==> config.mk <==
export PLATFORM = sky130hd
export DESIGN_NAME = ex_mem_stage
export DESIGN_NICKNAME = d
export VERILOG_FILES = /design/src/rtl/ex_mem_stage.sv
export SDC_FILE = /design/constraint.sdc
export NUM_CORES = 1
export LEC_CHECK = 0
export ABC_AREA = 1
export CAP_MARGIN = 0
export CORE_MARGIN = 1
export CORE_UTILIZATION = 25
export CTS_BUF_LIST = sky130_fd_sc_hd__clkbuf_8
export DETAILED_ROUTE_END_ITERATION = 10
export PLACE_DENSITY = 0.59
export SYNTH_ARGS = -nofsm -noshare
export SYNTH_HDL_FRONTEND = slang
export SYNTH_SLANG_ARGS = --single-unit
==> constraint.sdc <==
create_clock -name clk -period 1.4 [get_ports clk]
set_clock_uncertainty 0.05 [all_clocks]
set_input_delay 0.28 -clock clk [delete_from_list [all_inputs] [get_ports clk]]
set_output_delay 0.28 -clock clk [all_outputs]
set_load 0.1 [all_outputs]
==> src/rtl/ex_mem_stage.sv <==
// EX/MEM pipeline register for the pipelined MIPS core. It also produces the ALU operand
// forwarding selects and the load-use stall request for the ID/EX stage.
module ex_mem_stage #(
    parameter int DATA_W = 32,
    parameter int REG_AW = 5,
    parameter int CNT_W  = 16
) (
    input  logic              clk,
    input  logic              reset,
    input  logic              ex_valid,
    input  logic [DATA_W-1:0] ex_alu_out,
    input  logic [DATA_W-1:0] ex_store_data,
    input  logic [REG_AW-1:0] ex_rd,
    input  logic              ex_reg_write,
    input  logic              ex_mem_read,
    input  logic              ex_mem_write,
    input  logic              ex_mem_to_reg,
    input  logic              stall,
    input  logic              flush,
    input  logic [REG_AW-1:0] id_rs,
    input  logic [REG_AW-1:0] id_rt,
    input  logic [REG_AW-1:0] idex_rs,
    input  logic [REG_AW-1:0] idex_rt,
    input  logic [REG_AW-1:0] wb_rd,
    input  logic              wb_reg_write,
    output logic              mem_valid,
    output logic [DATA_W-1:0] mem_alu_out,
    output logic [DATA_W-1:0] mem_store_data,
    output logic [REG_AW-1:0] mem_rd,
    output logic              mem_reg_write,
    output logic              mem_mem_read,
    output logic              mem_mem_write,
    output logic              mem_mem_to_reg,
    output logic [1:0]        fwd_a,
    output logic [1:0]        fwd_b,
    output logic              load_use_stall,
    output logic [CNT_W-1:0]  bubble_cnt
);

    logic              r_valid;
    logic [DATA_W-1:0] r_alu_out;
    logic [DATA_W-1:0] r_store_data;
    logic [REG_AW-1:0] r_rd;
    logic              r_reg_write;
    logic              r_mem_read;
    logic              r_mem_write;
    logic              r_mem_to_reg;
    logic [CNT_W-1:0]  r_bubble_cnt;

    // A load sitting in EX/MEM has no data yet, so only non-load writers forward from here.
    function automatic logic [1:0] fwd_sel(input logic [REG_AW-1:0] src);
        logic ex_hit;
        logic wb_hit;
        ex_hit = r_reg_write && !r_mem_to_reg && (r_rd != '0) && (r_rd == src);
        wb_hit = wb_reg_write && (wb_rd != '0) && (wb_rd == src);
        if (ex_hit)
            fwd_sel = 2'b10;
        else if (wb_hit)
            fwd_sel = 2'b01;
        else
            fwd_sel = 2'b00;
    endfunction

    always_ff @(posedge clk) begin
        if (reset) begin
            r_valid      <= 1'b0;
            r_alu_out    <= '0;
            r_store_data <= '0;
            r_rd         <= '0;
            r_reg_write  <= 1'b0;
            r_mem_read   <= 1'b0;
            r_mem_write  <= 1'b0;
            r_mem_to_reg <= 1'b0;
            r_bubble_cnt <= '0;
        end else if (flush) begin
            // Bubble: kill valid and controls, leave data fields as they were.
            r_valid      <= 1'b0;
            r_reg_write  <= 1'b0;
            r_mem_read   <= 1'b0;
            r_mem_write  <= 1'b0;
            r_mem_to_reg <= 1'b0;
            r_bubble_cnt <= r_bubble_cnt + 1'b1;
        end else if (!stall) begin
            r_valid      <= ex_valid;
            r_alu_out    <= ex_alu_out;
            r_store_data <= ex_store_data;
            r_rd         <= ex_rd;
            r_reg_write  <= ex_valid & ex_reg_write;
            r_mem_read   <= ex_valid & ex_mem_read;
            r_mem_write  <= ex_valid & ex_mem_write;
            r_mem_to_reg <= ex_valid & ex_mem_to_reg;
            if (!ex_valid)
                r_bubble_cnt <= r_bubble_cnt + 1'b1;
        end
    end

    always_comb begin
        fwd_a          = fwd_sel(idex_rs);
        fwd_b          = fwd_sel(idex_rt);
        load_use_stall = ex_valid && ex_mem_read && (ex_rd != '0)
                         && ((ex_rd == id_rs) || (ex_rd == id_rt));
    end

    assign mem_valid      = r_valid;
    assign mem_alu_out    = r_alu_out;
    assign mem_store_data = r_store_data;
    assign mem_rd         = r_rd;
    assign mem_reg_write  = r_reg_write;
    assign mem_mem_read   = r_mem_read;
    assign mem_mem_write  = r_mem_write;
    assign mem_mem_to_reg = r_mem_to_reg;
    assign bubble_cnt     = r_bubble_cnt;

endmodule

==> flow_summary.ini, run 1 <==
[grt]
grt_pass1_wl_um = 21400
overflow = 0
grt_antenna_before_repair = 0
track_usage = 0.168
grt_start_max_net_pins = 35
grt_pass1_vias = 4247

[clock_network]
cts_tree = done
cts_buffers = 9
clk_latency_ns = 0.36
clk_pin_slew_ns = 0.09
clockBufferDepth = 2
cts_root_buffer = clkbuf_8
htree_levels = 3
cts.sinks = 90

[timing]
fin_crit_sh = 1.35
setup_ws_ns = -0.485
slew_violations = 0
tightest_slew_ns = 0.347
post-route-min-period_ns = 1.89
slew_headroom = 0.767
finalSetupViolations = 6
rsz0062_at_grt = yes
hold_viol = 0
max_freq_mhz = 530

[synthesis]
netlist.area_leader.share = 0.462
synth_compound_area_frac = 0.130
synth.area.top_cells = dfxtp_1 46%, nor2_1 16%, o21ai_0 9.9%
ys_ff_latch = 90
yosys.area.top_type = dfxtp_1
synth_fa_ha_area_frac = 0.00321
synth_mux_area_frac = 0
synthCells = 537
ys.warnings.count = 0
synth-xor-area-share = 0.0539
synth_top_family_by_area = simple AND/OR/NAND/NOR gates
seq_area_frac_synth = 0.462
synthesis.nets = 642
netlist_area_um2 = 3900
synthSimpleGateAreaFrac = 0.284
synth_cell_types = 26
syn_avg_cell_area_um2 = 7.26

[drt]
vias = 4189
wl_per_cell_um = 14.2
vias_per_cell = 4.44
dr.pass1.iters = 4
first_iter_violations = 141
ant_nets = 0
wl_um = 13400
drc = 0

[place]
dpl.hpwl_um = 10200
io_buffers = 198
place.gp.congestion = 0.797

[power]
p_leak_uw = 0.00330
vdd_drop_max_v = 0.000799
power.density_nw_per_um2 = 936
p_total_uw = 7280

[worst_setup_path]
cp-start-kind = register
critPathTopFamily = simple AND/OR/NAND/NOR gates
critPathBufInv = 1
cp_cell_sequence = xnor2_2 > nand3_2 > nor3_4 > nor2_4 > buf_12
cp_slowest_stage_delay_ns = 0.38
slowest_stage = dfxtp_4
crit_type = register to primary output
endpoint_kind = primary output
critPathMaxFanout = 5
arrival_ns = 1.56
worstPathRequired_ns = 1.07

[final_layout]
post-route-util = 0.512
antennaDiodeCount = 0
syn_to_final_growth_pct = 99.4
fin_nets = 856
drive_above_1_share = 0.310

[worst_hold_path]
hp-class = input pin to register

[floorplan]
core_area_um2 = 15200
fp.dieH_um = 127
io_pins = 199
start_util = 0.257
rows = 45
die_x_um = 127
die-area_um2 = 16100

[run_status]
outcome = finished, violations left
violations = negative setup slack

[job]
drv_cap = 0
==> power by group <==
part,internal (uW),switching [uW],leakage [uW]
logic,1040,1520,0.00243
clock network,931,951,0.000110
registers,2680,166,0.000755
total,4650,2640,0.00330
==> final cells by class <==
type,instances,area (um2)
Fill cell,1392,7420
Timing Repair Buffer,229,3270
Multi-Input combinational cell,390,2070
Sequential cell,90,1880
Tap cell,188,235
Clock buffer,11,151
Inverter,31,121
Clock inverter,5,58.8
==> worst register-to-register path, delay by kind of cell, from the launching register on <==
kind | cells | cell delay, ns
buffers and inverters | 1 | 0.07
flip-flops | 1 | 0.41
adder cells (fa/ha/maj) | 1 | 0.15
AND/OR/NAND/NOR | 6 | 0.52
==> logic make-up (layout without fill, tap and decap cells) <==
| kind of cell | after synthesis | after routing |
|---|---|---|
| fa+ha+maj | 1 | 1 |
| flops | 90 | 90 |
| compound gates | 98 | 98 |
| xor+xnor | 24 | 24 |
| simple gates | 267 | 267 |
| buf+inv | 57 | 276 |
==> path summary, 6_finish.rpt <==
check | startpoint | endpoint | slack [ns] | cells after the start
max | mem_rd[2] | fwd_a[0] | -0.49 | 5
min | ex_rd[0] | mem_rd[0] | 0.14 | 3
max reg2reg | bubble_cnt[0] | bubble_cnt[12] | 0.10 | 8
min reg2reg | bubble_cnt[3] | bubble_cnt[3] | 0.43 | 1
==> layout by cell type, fill, tap and decap left out, types with 6 or more instances in the layout <==
cell	n
buf_12	99
dfxtp_4	19
clkdlybuf4s50_1	74
dlymetal6s2s_1	9
nand2_2	13
xnor2_1	9
nand3_1	9
buf_4	20
dfxtp_1	68
buf_6	14
xor2_1	6
inv_2	7
nand2_1	48
a21oi_1	18
dlygate4sd2_1	8
nor2_1	165
nor2_4	10
xnor2_2	8
clkbuf_8	11
nand3_2	8
inv_1	22
o21ai_0	75
==> per-layer routing <==
layer	GRT usage	up-vias	part of all wire
met5	0	-	0
met4	0.0581	0	0.021
met3	0.0751	20	0.094
met2	0.287	148	0.48
met1	0.185	1886	0.40
li1	-	2135	-
==> through the flow <==
step                      worst slack, ns  area, um2  std cells  hold slack (ns)  setup TNS [ns]
after floorplan                    -0.922       4070        537            0.299           -3.20
final                              -0.485       7780        944            0.141           -2.06
after CTS                          -0.532       7620        942            0.334           -2.52
after global placement             -0.493       7350        925            0.414          -28.68
after detailed placement           -0.576       7350        925            0.417          -31.43
after global routing               -0.595       7780        944            0.130           -2.62
==> timing repair <==
| item | in CTS | in global routing |
|---|---|---|
| setup endpoints to repair | 6 | 70 |
| gates resized for setup | 30 | 86 |
| hold buffers | 0 | 0 |
| buffers inserted | 1 | 2 |
| pin swaps | 17 | 22 |
==> Yosys cell counts <==
cell type	count
dfxtp_1	90
o21ai_0	77
clkbuf_2	1
xor2_1	6
buf_6	1
buf_2	9
nor2_4	4
a31oi_1	1
buf_4	8
nand3b_1	2
xnor2_1	18
nand2_2	2
ha_1	1
nor2_2	5
clkbuf_1	7
o21bai_4	1
inv_2	1
nand4_1	3
nand3_1	17
nor2_1	169
nand3_4	1
nor3_1	4
nand2_1	59
and2_1	1
inv_1	30
a21oi_1	19
No activity file was read; power rests on OpenSTA's default activity.
==> run 2: changes to the inputs <==
--- a/config.mk
+++ b/config.mk
@@ -12,6 +12,7 @@
 export CTS_BUF_LIST = sky130_fd_sc_hd__clkbuf_8
 export DETAILED_ROUTE_END_ITERATION = 10
 export PLACE_DENSITY = 0.59
+export SLEW_MARGIN = 20
 export SYNTH_ARGS = -nofsm -noshare
 export SYNTH_HDL_FRONTEND = slang
 export SYNTH_SLANG_ARGS = --single-unit
==> results of run 2 <==
Same layout as run 1: the final DEF is identical, and so are final timing and power.
==> run 3: changes to the inputs <==
--- a/config.mk
+++ b/config.mk
@@ -11,7 +11,7 @@
 export CORE_UTILIZATION = 25
 export CTS_BUF_LIST = sky130_fd_sc_hd__clkbuf_8
 export DETAILED_ROUTE_END_ITERATION = 10
-export PLACE_DENSITY = 0.59
+export PLACE_DENSITY_LB_ADDON = 0.15
 export SLEW_MARGIN = 20
 export SYNTH_ARGS = -nofsm -noshare
 export SYNTH_HDL_FRONTEND = slang
==> constraint.sdc (replaced) <==
create_clock -name clk -period 1.7 [get_ports clk]
set_clock_uncertainty 0.05 [all_clocks]
set_input_delay 0.34 -clock clk [delete_from_list [all_inputs] [get_ports clk]]
set_output_delay 0.34 -clock clk [all_outputs]
set_load 0.1 [all_outputs]
==> run 3 against run 2 <==
Against the previous run:
- the flow still finishes with violations (negative setup slack)
- sequential power is 17% lower
- first-iteration DRC count up 46%
- cell area down 3.7%
- die area is the same
- largest cell class unchanged
- largest power group unchanged
- highest routed layer unchanged
==> flow_summary.ini, run 3 (synthesized netlist as in run 1, its figures left out) <==
[timing]
tightest_slew_ns = 0.315
fin_crit_sh = 1.13
tns_ns = -0.827
rsz0062_at_grt = yes
slew_headroom = 0.790
slew_violations = 0
finalSetupViolations = 4
hold_viol = 0
max_freq_mhz = 520
setup_ws_ns = -0.223
post-route-min-period_ns = 1.92

[worst_setup_path]
cp-start-kind = register
slowest_stage = dfxtp_4
cp_slowest_stage_delay_ns = 0.40
crit_type = register to primary output
worstPathRequired_ns = 1.31
arrival_ns = 1.53
endpoint_kind = primary output
critPathMaxFanout = 5
cp_cell_sequence = nor2_2 > nand3b_1 > nand2_2 > nor3_4 > nor2_4 > buf_12

[final_layout]
layoutNonFillerInstCount = 936
final_common_cell = nor2_1
drive_above_1_share = 0.285
regArea_um2 = 1850
final_cell_mix = 160 x nor2_1, 99 x buf_12, 77 x o21ai_0
fin_nets = 850
antennaDiodeCount = 0
syn_to_final_growth_pct = 92.1
post-route-util = 0.493
multi_input_area_um2 = 2010
num-fill-cells = 1412

[grt]
grt_pass1_vias = 4304
grt_start_max_net_pins = 50
grt_antenna_before_repair = 0
overflow = 0
track_usage = 0.166
grt_pass1_wl_um = 21000

[power]
vdd_drop_max_v = 0.000400
power.density_nw_per_um2 = 801
p_leak_uw = 0.00317

[floorplan]
die_x_um = 127
rows = 45
die-area_um2 = 16100
fp.dieH_um = 127
io_pins = 199
core_area_um2 = 15200
start_util = 0.257

[drt]
vias = 4208
top_layer = met4
ant_nets = 0
wl_met3_um = 1310
vias_per_cell = 4.50
wl_met1_um = 5420
dr.pass1.iters = 5
wl_met2_um = 6150
drc = 0
wl_um = 13200
first_iter_violations = 206
wl_per_cell_um = 14.1

[clock_network]
htree_levels = 3
clk_latency_ns = 0.36
cts_root_buffer = clkbuf_8
cts.sinks = 90
clockBufferDepth = 2
clk_pin_slew_ns = 0.09
holdBufCountCts = 0
cts_buffers = 9
cts_tree = done

[run_status]
outcome = finished, violations left
violations = negative setup slack

[place]
io_buffers = 198
dpl.hpwl_um = 9860
dp.cells = 918
place.gp.congestion = 0.829

[worst_hold_path]
hp-class = input pin to register

[job]
drv_cap = 0
-- run 3: cell count changes in the layout (fill, tap and decap cells not counted), sizes merged --
| cell | delta |
|---|---|
| bufinv | +1 |
| dlymetal6s2s | -9 |
| dlygate4sd2 | +11 |
| clkinv | -1 |
| clkbuf | +1 |
| buf | -8 |
| clkdlybuf4s50 | -3 |
-- run 3: power by group --
group / internal (uW) / switching [uW]
Combinational: 807 / 1240
Clock: 816 / 786
Sequential: 2220 / 135
-- run 3: what timing repair did --
item                                    in CTS  in global routing
buffers inserted                             3                  1
endpoints found under the setup margin       5                  5
gates resized for setup                     70                 23
pin swaps                                   23                 11
-- run 3: area by class of cell --
type	count	share of cell area
timing repair buffer	223	0.412
multi-input combinational	390	0.268
sequential	90	0.246
tap	188	0.0314
clock buffer	9	0.0165
inverter	31	0.0155
clock inverter	5	0.0108
-- run 3: worst max-delay path, delay by kind of cell (launching register included) --
kind | cells | cell delay (ns)
buffers and inverters | 1 | 0.17
flip-flops | 1 | 0.40
AND/OR/NAND/NOR | 5 | 0.59
-- run 3: path summary, 6_finish.rpt --
path	slack (ns)	start	to	cells past startpoint
worst min-delay path	0.30	ex_rd[3]	mem_rd[3]	4
worst min register to register	0.44	bubble_cnt[3]	bubble_cnt[3]	1
worst max-delay path	-0.22	mem_rd[1]	fwd_b[0]	6
worst max register to register	0.30	bubble_cnt[0]	bubble_cnt[8]	6
-- run 3: per-layer routing --
| layer | vias to the layer above | global-route usage |
|---|---|---|
| met3 | 23 | 0.0742 |
| met2 | 150 | 0.272 |
| met1 | 1922 | 0.186 |
| li1 | 2113 | - |
| met4 | 0 | 0.0679 |
| met5 | - | 0 |
-- run 3: metrics by stage --
step | power (uW) | area [um2] | setup WS, ns | hold slack, ns
3_5_place_dp | 4440 | 7230 | -0.388 | 0.429
3_3_place_gp | 4420 | 7230 | -0.348 | 0.409
2_1_floorplan | 3500 | 4000 | -0.682 | 0.362
6_report | 6000 | 7500 | -0.223 | 0.301
4_1_cts | 6080 | 7490 | -0.261 | 0.279
5_1_grt | 6260 | 7500 | -0.289 | 0.296
